===== config.mk =====
export PLATFORM = sky130hd
export DESIGN_NAME = signal_analyzer
export DESIGN_NICKNAME = d
export VERILOG_FILES = /design/src/rtl/signal_analyzer_pkg.sv /design/src/rtl/signal_analyzer_crossing.sv /design/src/rtl/signal_analyzer.sv
export SDC_FILE = /design/constraint.sdc
export NUM_CORES = 1
export LEC_CHECK = 0
export CAP_MARGIN = 25
export CORE_MARGIN = 8
export CORE_UTILIZATION = 64
export DETAILED_ROUTE_END_ITERATION = 10
export DONT_BUFFER_PORTS = 1
export PLACE_DENSITY = 0.79
export SLEW_MARGIN = 10
export SYNTH_ARGS = -nofsm -noshare
export SYNTH_HDL_FRONTEND = slang
export SYNTH_HIERARCHICAL = 1
export SYNTH_SLANG_ARGS = --single-unit

===== constraint.sdc =====
create_clock -name clk -period 4.3 [get_ports clk]
set_clock_uncertainty 0.2 [all_clocks]
set_input_delay 0.86 -clock clk [delete_from_list [all_inputs] [get_ports clk]]
set_output_delay 0.86 -clock clk [all_outputs]
set_load 0.01 [all_outputs]

===== src/rtl/signal_analyzer_pkg.sv =====
// Shared constants for the signal analyzer: FSM encoding and default
// crossing thresholds for the 32-bit signal-generator sample format.
package signal_analyzer_pkg;

  localparam logic [1:0] ST_IDLE    = 2'd0;
  localparam logic [1:0] ST_ARM     = 2'd1;
  localparam logic [1:0] ST_SYNC    = 2'd2;
  localparam logic [1:0] ST_MEASURE = 2'd3;

  localparam int          DEFAULT_DATA_W = 32;
  localparam logic [31:0] MID            = 32'h8000_0000;
  localparam logic [31:0] DEFAULT_HYST   = 32'h0100_0000;

endpackage


===== src/rtl/signal_analyzer_crossing.sv =====
// Hysteresis comparator: flags low events and rising crossings (first high
// event after a low event) on accepted samples.
module crossing_detector #(
  parameter int                DATA_W = 32,
  parameter logic [DATA_W-1:0] HYST   = DATA_W'(32'h0100_0000)
) (
  input  logic              clk,
  input  logic              reset,
  input  logic [DATA_W-1:0] sample,
  input  logic              sample_valid,
  output logic              low_evt,
  output logic              rise_evt
);

  // Thresholds are fixed at elaboration; HYST < MID keeps both free of wrap.
  localparam logic [DATA_W-1:0] MID_W   = {1'b1, {(DATA_W-1){1'b0}}};
  localparam logic [DATA_W-1:0] THR_LO  = MID_W - HYST;
  localparam logic [DATA_W-1:0] THR_HI  = MID_W + HYST;

  logic r_armed;
  logic w_high;

  assign low_evt  = sample_valid && (sample < THR_LO);
  assign w_high   = sample_valid && (sample >= THR_HI);
  assign rise_evt = w_high && r_armed;

  // NOTE: state registers use non-blocking assignments so every flop samples
  // pre-edge values regardless of block ordering.
  always_ff @(posedge clk or negedge reset) begin
    if (!reset) begin
      r_armed <= 1'b0;
    end else if (low_evt) begin
      r_armed <= 1'b1;
    end else if (rise_evt) begin
      r_armed <= 1'b0;
    end
  end

endmodule


===== src/rtl/signal_analyzer.sv =====
// Period and min/max analyzer for a periodic waveform, publishing one result
// per rising-crossing-to-rising-crossing window over a valid/ready handshake.
module signal_analyzer
  import signal_analyzer_pkg::*;
#(
  parameter int                DATA_W = DEFAULT_DATA_W,
  parameter int                CNT_W  = 32,
  parameter logic [DATA_W-1:0] HYST   = DATA_W'(DEFAULT_HYST)
) (
  input  logic              clk,
  input  logic              reset,
  input  logic              enable,
  input  logic [DATA_W-1:0] sample,
  input  logic              sample_valid,
  input  logic              result_ready,
  output logic              result_valid,
  output logic [CNT_W-1:0]  period,
  output logic [DATA_W-1:0] sample_min,
  output logic [DATA_W-1:0] sample_max,
  output logic              dropped,
  output logic              timeout
);

  localparam logic [CNT_W-1:0] CNT_MAX = '1;
  localparam logic [CNT_W-1:0] CNT_ONE = CNT_W'(1);

  logic [1:0]        r_state;
  logic [CNT_W-1:0]  r_count;
  logic [DATA_W-1:0] r_run_min;
  logic [DATA_W-1:0] r_run_max;
  logic              r_result_valid;
  logic [CNT_W-1:0]  r_period;
  logic [DATA_W-1:0] r_sample_min;
  logic [DATA_W-1:0] r_sample_max;
  logic              r_dropped;
  logic              r_timeout;

  logic              w_accept;
  logic              w_low;
  logic              w_rise;
  logic              w_publish;
  logic              w_consume;
  logic              w_load;
  logic              w_drop;
  logic [CNT_W-1:0]  w_count_next;

  assign w_accept = sample_valid && (r_state != ST_IDLE);

  crossing_detector #(
    .DATA_W (DATA_W),
    .HYST   (HYST)
  ) u_crossing (
    .clk          (clk),
    .reset        (reset),
    .sample       (sample),
    .sample_valid (w_accept),
    .low_evt      (w_low),
    .rise_evt     (w_rise)
  );

  assign w_publish    = enable && (r_state == ST_MEASURE) && w_rise;
  assign w_consume    = r_result_valid && result_ready;
  assign w_load       = w_publish && (!r_result_valid || w_consume);
  assign w_drop       = w_publish && r_result_valid && !w_consume;
  assign w_count_next = r_count + CNT_ONE;

  // Window tracking FSM; enable low wins over every other transition.
  always_ff @(posedge clk or negedge reset) begin
    if (!reset) begin
      r_state   <= ST_IDLE;
      r_count   <= '0;
      r_run_min <= '0;
      r_run_max <= '0;
      r_timeout <= 1'b0;
    end else begin
      r_timeout <= 1'b0;
      if (!enable) begin
        r_state <= ST_IDLE;
      end else begin
        case (r_state)
          ST_IDLE: r_state <= ST_ARM;
          ST_ARM: begin
            if (w_low) r_state <= ST_SYNC;
          end
          ST_SYNC: begin
            if (w_rise) begin
              r_state   <= ST_MEASURE;
              r_count   <= CNT_ONE;
              r_run_min <= sample;
              r_run_max <= sample;
            end
          end
          default: begin
            if (w_rise) begin
              r_count   <= CNT_ONE;
              r_run_min <= sample;
              r_run_max <= sample;
            end else if (w_accept) begin
              r_count <= w_count_next;
              if (w_count_next == CNT_MAX) begin
                r_timeout <= 1'b1;
                r_state   <= ST_ARM;
              end else begin
                if (sample < r_run_min) r_run_min <= sample;
                if (sample > r_run_max) r_run_max <= sample;
              end
            end
          end
        endcase
      end
    end
  end

  // Result holding registers; a completed window is lost only while an
  // unread result is held and not being consumed on the same edge.
  always_ff @(posedge clk or negedge reset) begin
    if (!reset) begin
      r_result_valid <= 1'b0;
      r_period       <= '0;
      r_sample_min   <= '0;
      r_sample_max   <= '0;
      r_dropped      <= 1'b0;
    end else begin
      if (w_load) begin
        r_result_valid <= 1'b1;
        r_period       <= r_count;
        r_sample_min   <= r_run_min;
        r_sample_max   <= r_run_max;
      end else if (w_consume) begin
        r_result_valid <= 1'b0;
      end
      if (w_drop) begin
        r_dropped <= 1'b1;
      end else if (w_consume) begin
        r_dropped <= 1'b0;
      end
    end
  end

  assign result_valid = r_result_valid;
  assign period       = r_period;
  assign sample_min   = r_sample_min;
  assign sample_max   = r_sample_max;
  assign dropped      = r_dropped;
  assign timeout      = r_timeout;

endmodule


After elaboration in Yosys (flattened, before gate mapping) --
Index checks and enable logic that the tools add are counted.
Word-level totals: input port bits 37, output and inout bits 99, logic and storage cells 87, bits in registers 198
Operators by class: mux-type cells 32, order comparisons 4, equal/unequal tests 11, bitwise logic cells 1, add/subtract/negate cells 1, reduce and logical (&&, ||, !) cells 27
Operators by type and width (number):
- two-way mux 32 bit | 12
- one-hot mux 32 bit (2 select lines) | 3
- adder 32 x 1 -> 32 bit (second input constant) | 1
- equality test 32 bit (second input constant) | 1
- >= comparator 32 bit (second input constant) | 1
- greater-than comparator 32 bit | 1
- less-than comparator 32 x 31 -> 1 bit (second input constant) | 1
- less-than comparator 32 bit | 1
- nonzero test 2 bit | 7
- two-way mux 2 bit | 6
- AND reduction 6 bit | 2
- logical AND 1 bit | 10
- two-way mux 1 bit | 10
- inequality test 5 x 1 -> 1 bit (second input constant) | 2
- one-hot mux 2 bit (3 select lines) | 1
- inequality test 5 x 2 -> 1 bit (second input constant) | 1
- AND reduction 5 bit | 1
- equality test 2 bit (second input constant) | 2
- inequality test 2 bit (second input constant) | 2
- AND reduction 4 bit | 1
- inequality test 3 x 2 -> 1 bit (second input constant) | 1
- inequality test 3 bit (second input constant) | 1
- OR reduction 3 bit | 1
- equality test 2 x 1 -> 1 bit (second input constant) | 1
- other kinds (5) | 6

Depth between registers and ports, before layout --
depth after elaboration 8, gate-level depth with buffers 15, depth with buffers taken out 13

Hierarchy --
The synthesis kept the hierarchy.
By module, submodules not included:
- signal_analyzer | area an instance 10132.2 µm², times used 1, cells an instance 876, seq. area each 4929.7 µm²
- crossing_detector | area an instance 93.8 µm², times used 1, cells an instance 13, seq. area each 25.0 µm²

Worst setup path before layout --
No wires, ideal clock.
kind input to register, start point input port sample[21], end point register r_run_max[10], required time 3975 ps, buffers on the path 1, stages on the path 10, arrival 3183 ps, slack 793 ps, library setup time 125 ps, path through ha_1 -> a21o_1 -> a21o_1 -> a221o_1 -> a2111o_1 -> o31a_1 -> o21ai_1 -> a21o_2 -> buf_6 -> mux2_2
Between the ends: cells in the longest elaborated chain, start to end 5, elaborated cells between the ends (all ways) 11, classes of those cells order compare: 2; eq/ne: 2; mux: 2; reduce/logical: 5
RTL lines:
- from (decl) | line signal_analyzer.sv:13 | input logic [DATA_W-1:0] sample,
- >= comparator 32 bit | line signal_analyzer_crossing.sv:24 | assign w_high = sample_valid && (sample >= THR_HI);
- logical AND 1 bit | line signal_analyzer_crossing.sv:24
- logical AND 1 bit | line signal_analyzer_crossing.sv:25 | assign rise_evt = w_high && r_armed;
- inequality test 2 bit (no source line), or another cell as far along
- AND reduction 6 bit (no source line) / one-hot mux 32 bit (2 select lines) (equally long branches)
- to (signal assigned) | line signal_analyzer.sv:90 | r_run_max <= sample;
- to (signal assigned) | line signal_analyzer.sv:97 | r_run_max <= sample;
- to (signal assigned) | line signal_analyzer.sv:105 | if (sample > r_run_max) r_run_max <= sample;
- to (decl) | line signal_analyzer.sv:30 | logic [DATA_W-1:0] r_run_max;
Parallel ways exist; a longest one is shown, timed or not. A chain may end at the register's enable or synchronous reset.

Final worst setup path --
start point register r_state[0], end point register r_run_min[0]
Between the ends: cells in the longest elaborated chain, start to end 6, elaborated cells between the ends (all ways) 16, classes of those cells eq/ne: 4; mux: 2; bitwise: 1; reduce/logical: 9
RTL lines:
- from (decl) | line signal_analyzer.sv:27 | logic [1:0] r_state;
- from (signal assigned) | line signal_analyzer.sv:70 | r_state <= ST_IDLE;
- from (signal assigned) | line signal_analyzer.sv:78 | r_state <= ST_IDLE;
- from (signal assigned) | line signal_analyzer.sv:81 | ST_IDLE: r_state <= ST_ARM;
- nonzero test 2 bit * | line signal_analyzer.sv:47 | assign w_accept = sample_valid && (r_state != ST_IDLE);
- logical AND 1 bit * | line signal_analyzer.sv:47
- via w_accept | line signal_analyzer.sv:38 | logic w_accept;
- logical AND 1 bit * | line signal_analyzer_crossing.sv:24
- logical AND 1 bit * | line signal_analyzer_crossing.sv:25
- via w_rise | line signal_analyzer.sv:40 | logic w_rise;
- inequality test 2 bit (no source line), or another cell as far along
- AND reduction 6 bit (no source line) / one-hot mux 32 bit (2 select lines) (equally long branches)
- to (signal assigned) | line signal_analyzer.sv:89 | r_run_min <= sample;
- to (signal assigned) | line signal_analyzer.sv:96 | r_run_min <= sample;
- to (signal assigned) | line signal_analyzer.sv:104 | if (sample < r_run_min) r_run_min <= sample;
- to (decl) | line signal_analyzer.sv:29 | logic [DATA_W-1:0] r_run_min;
Mark *: on every way through the listed nets, which the timed path passes. The rest lies on a longest branch.

==> metrics.cfg <==
[logic_synthesis]
ys_types = 59
ys_async_sr_fraction = 1.00
ys.flop_type = dfrtp_1
synth.area.top_cells = dfrtp_1, mux2_2, ha_1, mux2_4, o21ai_0
yosysWarnings = 6
synth_cells = 889
synth_xor_area_frac = 0.00856
synth_top_family_by_area = multiplexers
ys_ff_latch = 198
yosysSeqAreaShare = 0.485
synth_top_cell_area_share = 0.485
synthMuxAreaShare = 0.187
synthSimpleGateAreaFrac = 0.102
synthAdderAreaFrac = 0.0844
synth_compound_area_frac = 0.0845
synth_top_area_cell = dfrtp_1
synth-edff-count = 0
syn_avg_cell_area_sq_um = 11.5
synthesis.nets = 995
synth_area_sq_mm = 0.0102

[clock_network]
post-cts-setup-buffers = 0
insertion_delay_ns = 0.43
clkTransAtPathRegs_ns = 0.07
htree_levels = 4
clkSinkCount = 198
cts_tree = yes
cts_root_buffer = clkbuf_16
clk_path_buf_depth = 2
cts_buffers = 17
cts_resized = 0

[detailed_routing]
detail-route-antenna-nets = 0
first_pass_iters = 7
drt-vias-per-instance = 6.24
drtIter0Drc = 515
vias = 6931
routed_wl_um = 22700
wl_per_cell_um = 20.5
route.detailed.drc = 0

[sta]
setup_viol = 0
hold_viol_final = 54
maxSlewHeadroom = 0.410
rsz0062_at_grt = no
worst_pin_slew_ns = 0.881
layout_setup_ws_ns = 0.384
final_max_slew_viol_count = 0
final.setup.tns_ns = 0
max_freq_mhz = 255
finalCritPeriodShare = 0.911
timing.final.crit_period_ns = 3.92
whs_ns = -0.0736

[floorplanning]
num_rows = 46
io_pins = 136
die_area_sq_mm = 0.0203
initial_core_util = 0.648
die_x_um = 142
core-area_sq_mm = 0.0158
dieHeight_um = 142

[finish]
layout_common_cells = dfrtp_1, mux2_2, inv_1
nets = 987
antennaDiodeCount = 0
final_common_cell = dfrtp_1
final-seq-area_sq_mm = 0.00495
multi_input_area_sq_mm = 0.00480
area_delta_synth_final_pct = 8.21
fillCellCount = 1137
drive_gt1_frac = 0.236

[global_routing]
grt_pass1_vias = 7174
overflow = 0
use_met3 = 0.0832
grt-busiest-layer = met2
grt_max_degree = 199
met2_usage = 0.366
grt_use_met1 = 0.291
antenna_found_initial = 0
grt_first_pass_wirelength_um = 37600
grt_use_total = 0.234

[power_and_ir_drop]
powerDensity_mw_per_mm2 = 531
ir_drop_uv = 284
leakage_nw = 5.30

[outcome]
status = finished with violations
violations = hold timing

[setup_path]
critPathSlowestCell = o32ai_4
cp_top_family = simple AND/OR/NAND/NOR gates
start_kind = flip-flop
max_stage_delay_ns = 0.65
worst-path-max-fanout = 24
crit_arrival_ns = 4.04
worstPathRequired_ns = 4.42
cp-end-kind = flip-flop
crit_chain = inv_1, ha_1, nand2b_1, inv_1, nand2_1, a21oi_1, and2_1, a21oi_1, or3_1, nor2_1, o21ai_0, o32ai_4, buf_12, mux2_2
critPathKind = flip-flop to flip-flop
worst-path-buf-inv = 3

[run]
cap_violations = 0

[placement]
dp_slack_ns = 0.413
gp_congestion = 0.911
hpwl_um = 16200
io_buffer_count = 0

[hold_path]
min_path_type = input port to async pin

==> registers in the layout, indices dropped and copies added (netlist names) <==
signal / flops
sample_max: 32
u_crossing/r_armed: 1
r_run_max: 32
r_state: 2
timeout: 1
r_run_min: 32
period: 32
result_valid: 1
r_count: 32
sample_min: 32
dropped: 1
==> per-layer routing <==
| metal | share of wire | vias up |
|---|---|---|
| li1 | - | 3163 |
| met1 | 0.41 | 3483 |
| met2 | 0.48 | 246 |
| met3 | 0.093 | 39 |
| met4 | 0.020 | 0 |
| met5 | 0 | - |
==> final cells by class <==
cell class	instances	area share
sequential	198	0.448
clock inverter	10	0.0129
timing repair buffer	12	0.0120
clock buffer	22	0.0429
multi-input combinational	575	0.434
inverter	77	0.0261
tap	216	0.0244
==> Yosys cell counts (9+ instances only) <==
master / n
nand2_1: 42
nand3_1: 28
a31oi_1: 11
mux2_4: 30
buf_2: 9
mux2_2: 126
dfrtp_1: 198
inv_1: 77
nor2_1: 39
clkbuf_1: 22
nor3_1: 11
ha_1: 69
a21oi_1: 31
o21ai_0: 59
nand4_1: 27
==> kinds of logic after synthesis <==
| family | after synthesis |
|---|---|
| mux | 160 |
| simple gates | 194 |
| xor+xnor | 10 |
| buf+inv | 116 |
| flops | 198 |
| compound gates | 142 |
| fa+ha+maj | 69 |
==> where the power goes <==
part | switching (mW) | internal, mW
combinational | 0.758 | 0.828
sequential | 0.373 | 2.24
clock | 0.699 | 0.967
total | 1.83 | 4.04
==> worst paths after layout <==
kind | to | from | depth (start not counted) | slack, ns
setup / recovery | r_run_min[0]$_DFFE_PN0P_ | r_state[0]$_DFFE_PN0P_ | 14 | 0.38
hold / removal | sample_min[18]$_DFFE_PN0P_ | reset | 0 | -0.07
setup reg to reg | r_run_min[0]$_DFFE_PN0P_ | r_state[0]$_DFFE_PN0P_ | 14 | 0.38
hold reg to reg | r_run_max[31]$_DFFE_PN0P_ | r_run_max[31]$_DFFE_PN0P_ | 1 | 0.31
max in group asynchronous | r_run_min[7]$_DFFE_PN0P_ | reset | 0 | 3.36
min in group clk | dropped$_DFFE_PN0P_ | result_ready | 1 | 0.31
==> through the flow <==
step                 util  area (sq um)  std cells  hold slack [ns]  power [mW]
finish              0.702         11100       1110          -0.0736        5.87
CTS                 0.701         11100       1109          -0.0906        5.89
detailed placement  0.662         10400       1077            0.302        4.21
floorplan               -         10200        889            0.267        3.77
global placement    0.661         10400       1076            0.297        4.07
global route        0.702         11100       1110           -0.104        6.23
Power figures use the tool's default switching activity.
